`src/rtl/display_pkg.sv`:
```
// Shared helpers and default constants for the multiplexed display scan path.
package display_pkg;

    localparam int REFRESH_DIV_DEFAULT  = 100000;
    localparam int BLINK_FRAMES_DEFAULT = 64;

    function automatic int clog2(input int n);
        int r;
        r = 0;
        while ((1 << r) < n) r++;
        return r;
    endfunction

    // Counter/index width that never collapses to zero bits.
    function automatic int idx_width(input int n);
        return (clog2(n) < 1) ? 1 : clog2(n);
    endfunction

endpackage

```
`src/rtl/tick_divider.sv`:
```
// Free-running modulo-N counter; tick is high during the last count of each period.
module tick_divider
    import display_pkg::*;
#(
    parameter int N = REFRESH_DIV_DEFAULT
) (
    input  logic clk,
    input  logic rst,
    output logic tick
);

    localparam int W = idx_width(N);
    localparam logic [W-1:0] LAST = W'(N - 1);

    logic [W-1:0] count;

    assign tick = (count == LAST);

    // NOTE: sequential state uses non-blocking assignments so every flop samples pre-edge values.
    always_ff @(posedge clk or posedge rst) begin
        if (rst)       count <= '0;
        else if (tick) count <= '0;
        else           count <= count + 1'b1;
    end

endmodule

```
`src/rtl/display_scan_mux.sv`:
```
// Time-multiplexed digit selector: scans NUM_DIGITS digits from one of two sources,
// switching source only at frame boundaries, with per-digit blink and global blank.
module display_scan_mux
    import display_pkg::*;
#(
    parameter  int NUM_DIGITS   = 4,
    parameter  int DIGIT_W      = 4,
    parameter  int REFRESH_DIV  = REFRESH_DIV_DEFAULT,
    parameter  int BLINK_FRAMES = BLINK_FRAMES_DEFAULT,
    localparam int IDX_W        = idx_width(NUM_DIGITS)
) (
    input  logic                          clk,
    input  logic                          rst,
    input  logic [NUM_DIGITS*DIGIT_W-1:0] src0,
    input  logic [NUM_DIGITS*DIGIT_W-1:0] src1,
    input  logic                          src_sel,
    input  logic                          blink_en,
    input  logic [NUM_DIGITS-1:0]         blink_mask,
    input  logic                          blank,
    output logic [DIGIT_W-1:0]            digit_val,
    output logic [NUM_DIGITS-1:0]         an_n,
    output logic [IDX_W-1:0]              digit_idx,
    output logic                          frame_start
);

    localparam int BC_W = idx_width(BLINK_FRAMES);
    localparam logic [IDX_W-1:0] LAST_IDX   = IDX_W'(NUM_DIGITS - 1);
    localparam logic [BC_W-1:0]  LAST_BLINK = BC_W'(BLINK_FRAMES - 1);

    logic                          tick;
    logic                          frame_end;
    logic                          active_sel;
    logic                          sel_next;
    logic                          blink_phase;
    logic                          phase_next;
    logic [BC_W-1:0]               blink_cnt;
    logic [BC_W-1:0]               cnt_next;
    logic [IDX_W-1:0]              idx_next;
    logic [NUM_DIGITS*DIGIT_W-1:0] src_word;
    logic [DIGIT_W-1:0]            slice_val;
    logic [NUM_DIGITS-1:0]         an_next;

    tick_divider #(.N(REFRESH_DIV)) u_prescaler (
        .clk  (clk),
        .rst  (rst),
        .tick (tick)
    );

    // NOTE: every always_comb output gets a default first so no path can infer a latch.
    always_comb begin
        frame_end  = tick && (digit_idx == LAST_IDX);
        idx_next   = digit_idx;
        sel_next   = active_sel;
        phase_next = blink_phase;
        cnt_next   = blink_cnt;
        an_next    = '1;

        if (tick) idx_next = (digit_idx == LAST_IDX) ? '0 : digit_idx + 1'b1;

        if (frame_end) begin
            sel_next = src_sel;
            if (blink_cnt == LAST_BLINK) begin
                cnt_next   = '0;
                phase_next = ~blink_phase;
            end else begin
                cnt_next = blink_cnt + 1'b1;
            end
        end

        src_word  = sel_next ? src1 : src0;
        slice_val = src_word[int'(idx_next)*DIGIT_W +: DIGIT_W];

        // Anodes track the post-edge index so blank/blink land with one cycle of latency.
        if (!(blank || (blink_en && blink_mask[idx_next] && phase_next)))
            an_next = ~(NUM_DIGITS'(1) << idx_next);
    end

    always_ff @(posedge clk or posedge rst) begin
        if (rst) begin
            digit_idx   <= LAST_IDX;
            active_sel  <= 1'b0;
            blink_phase <= 1'b0;
            blink_cnt   <= '0;
            digit_val   <= '0;
            an_n        <= '1;
            frame_start <= 1'b0;
        end else begin
            digit_idx   <= idx_next;
            active_sel  <= sel_next;
            blink_phase <= phase_next;
            blink_cnt   <= cnt_next;
            an_n        <= an_next;
            frame_start <= frame_end;
            if (tick) digit_val <= slice_val;
        end
    end

endmodule
```
`config.mk`:
```
export PLATFORM = sky130hd
export DESIGN_NAME = display_scan_mux
export DESIGN_NICKNAME = d
export VERILOG_FILES = /design/src/rtl/display_pkg.sv /design/src/rtl/tick_divider.sv /design/src/rtl/display_scan_mux.sv
export SDC_FILE = /design/constraint.sdc
export NUM_CORES = 1
export LEC_CHECK = 0
export CAP_MARGIN = 25
export CORE_ASPECT_RATIO = 0.6
export CORE_MARGIN = 2
export CORE_UTILIZATION = 40
export DETAILED_ROUTE_END_ITERATION = 6
export PLACE_DENSITY = 0.67
export SYNTH_ARGS = -nofsm -noshare
export SYNTH_HDL_FRONTEND = slang
export SYNTH_SLANG_ARGS = --single-unit
export TNS_END_PERCENT = 1
```
`constraint.sdc`:
```
create_clock -name clk -period 3.44 [get_ports clk]
set_clock_uncertainty 0.15 [all_clocks]
set_input_delay 0.516 -clock clk [delete_from_list [all_inputs] [get_ports clk]]
set_output_delay 0.516 -clock clk [all_outputs]
set_load 0.02 [all_outputs]
```
==> impl_metrics.json <==
{
  "end_kind": "flop",
  "cts_root_buf": "clkbuf_8",
  "netlist_area_sq_um": 2160,
  "wl_per_cell_um": 15.3,
  "status": "finished, final reports clean",
  "timing_worst_slew_pin_value_ps": 935,
  "post_cts_buffers": 0,
  "cts.sinks": 36,
  "initial_core_util": 0.421,
  "diodes": 0,
  "synthFlopType": "dfrtp_1",
  "dieArea_sq_um": 6030,
  "grt_max_degree": 37,
  "clockBufferDepth": 2,
  "insertion_delay_ps": 280,
  "io_buffers": 51,
  "start_kind": "flop",
  "first_pass_iters": 4,
  "fp-row-count": 20,
  "met1_usage": 0.293,
  "crit_chain": "or4b_4 -> nor4_4 -> buf_4 -> a31oi_1 -> a311oi_1 -> o32ai_1",
  "async_flop_share": 1.00,
  "critPathCapture": "an_n[3]",
  "dieWidth_um": 98.9,
  "drv_cap": 0,
  "drt_iter0_drc": 90,
  "ys_seq_area_frac": 0.420,
  "via_count": 1844,
  "slew_headroom": 0.374,
  "fin_crit_ps": 3000,
  "cp_slowest_stage_delay_ps": 560,
  "irDropWorstVdd_mv": 0.163,
  "grtUsageMet2": 0.265,
  "clkTransAtPathRegs_ps": 70,
  "critical_path_class": "reg -> reg",
  "synth_edf_count": 0,
  "drv_slew": 0,
  "ctsHoldBuffers": 0,
  "hold_path_class": "reg -> reg",
  "gr-usage-met3": 0.0415,
  "busiest_layer": "met1",
  "io_pins": 52,
  "cp-startpoint": "u_prescaler.count[6]",
  "antenna_found_initial": 0,
  "die_y_um": 60.9,
  "hold-worst-slack_ps": 334,
  "cts_buffers": 5,
  "drcViolationCount": 0,
  "cts_tree": "done",
  "wl_um": 5340,
  "drtAntennaViolNets": 0,
  "regArea_sq_um": 908,
  "area_growth_pct": 28.3,
  "rr_startpoint": "u_prescaler.count[6]",
  "r2r_end": "an_n[3]",
  "nets": 326,
  "fp.coreArea_sq_um": 5130,
  "power_leakage_nw": 1.14,
  "syn_inst": 232,
  "n_fill_cell": 462,
  "grt_pass1_wl_um": 8620,
  "drive_above_1_share": 0.0848,
  "yosys.cell_types.count": 45,
  "clock.fmax_ghz": 0.333,
  "rsz0062_at_grt": "false",
  "cts_resized": 0,
  "multi_input_area_sq_um": 1130,
  "syn_nets": 276,
  "overflow": 0,
  "r2r_slack_ps": 440,
  "finalSetupViolCount": 0,
  "crit_path_top_delay_cell": "or4b_4",
  "power_density_nw_per_um2": 285,
  "yosysWarningCount": 0,
  "first_global_vias": 1701,
  "cp.required_ps": 3480,
  "reg2reg_depth": 6,
  "final.setup.tns_ps": 0,
  "dp_cells": 341,
  "synth_area_per_cell_sq_um": 9.31,
  "place.gp.congestion": 0.850,
  "htreeDepth": 2,
  "worstPathArrival_ps": 3040,
  "synth-seq-cells": 36,
  "hold_violations": 0,
  "path_max_fanout": 22,
  "fin_cells": 349,
  "vias_per_cell": 5.28,
  "dp_hpwl_um": 4080,
  "grt_util_all_layers": 0.187,
  "period_share": 0.872
}
-- report_power, final --
part / total, mW / switching, mW / internal (mW) / leakage [nW]
clock network: 0.291 / 0.149 / 0.142 / 0.0422
logic: 0.0754 / 0.0265 / 0.0489 / 0.655
registers: 0.425 / 0.000216 / 0.425 / 0.441
-- stage by stage --
| step | worst slack (ps) | util | power [mW] | instance area (sq um) |
|---|---|---|---|---|
| final | 439 | 0.540 | 0.791 | 2770 |
| after global routing | 86.3 | 0.540 | 0.826 | 2770 |
| after CTS | 439 | 0.540 | 0.797 | 2770 |
| after detailed placement | 453 | 0.524 | 0.509 | 2690 |
| after global placement | 492 | 0.524 | 0.509 | 2690 |
| after floorplan | 966 | - | 0.453 | 2160 |
-- cell families after synthesis --
logic type,count (synthesis),synth area share
xor+xnor,18,0.0730
flops,36,0.420
mux,11,0.0515
simple gates,92,0.224
compound gates,51,0.158
buf+inv,21,0.0562
fa+ha+maj,3,0.0174
-- worst max-delay path, delay by kind of cell (launching register included) --
kind | cells | cell delay (ps)
AO/OA/AOI/OAI | 3 | 830
AND/OR/NAND/NOR | 2 | 1110
buffers and inverters | 1 | 370
flip-flops | 1 | 440
-- layout make-up --
| class | instances | share of cell area |
|---|---|---|
| multi-input combinational | 175 | 0.408 |
| sequential | 36 | 0.328 |
| timing repair buffer | 53 | 0.190 |
| tap | 66 | 0.0298 |
| clock buffer | 7 | 0.0275 |
| inverter | 11 | 0.0153 |
| clock inverter | 1 | 0.00181 |
-- Yosys cell counts, types with 6 or more instances --
library cell | instances | share of area
dfstp_2 | 6 | 0.073
a211oi_1 | 6 | 0.021
xor2_1 | 9 | 0.036
dfrtp_1 | 30 | 0.35
nand2b_1 | 8 | 0.023
nand3_1 | 11 | 0.025
nand2_1 | 29 | 0.050
mux2i_1 | 10 | 0.046
xnor2_1 | 9 | 0.036
nor2_1 | 18 | 0.031
o21ai_0 | 19 | 0.044
inv_1 | 10 | 0.017
-- how the worst min path moves through the flow --
stage                     slack (ps)  cells past startpoint                  from              endpoint
final                            330                      1           blink_phase           blink_phase
after global placement           330                      1           blink_phase           blink_phase
after floorplan                  300                      1  u_prescaler.count[0]  u_prescaler.count[0]
after CTS                        340                      1           blink_phase           blink_phase
after global routing             360                      1          blink_cnt[4]          blink_cnt[4]
after detailed placement         330                      1           blink_phase           blink_phase
-- sequential cells by signal (all words and copies together), names as in the netlist --
name / flops
active_sel: 1
an_n: 4
blink_cnt: 6
blink_phase: 1
digit_idx: 2
digit_val: 4
frame_start: 1
u_prescaler.count: 17
-- cells in the final DEF (no fill, tap or decap), types with 4 or more instances in the layout --
cell             count
clkdlybuf4s50_1     51
dfrtp_1             30
nand2_1             29
o21ai_0             19
nor2_1              18
nand3_1             11
inv_1               10
mux2i_1             10
xor2_1               9
xnor2_1              9
nand2b_1             8
a211oi_1             6
dfstp_2              6
nand4_1              5
a21oi_1              5
a31oi_1              5
nor3_1               5
clkbuf_8             5
a22oi_1              4
-- routing by layer --
metal  vias up  share of wire  wire, um
li1        932              -         -
met1       856           0.55      2950
met2        54           0.38      2030
met3         2          0.064       342
met4         0         0.0026        14
met5         -              0         0
Note: power is estimated with default switching activity, not from simulation.
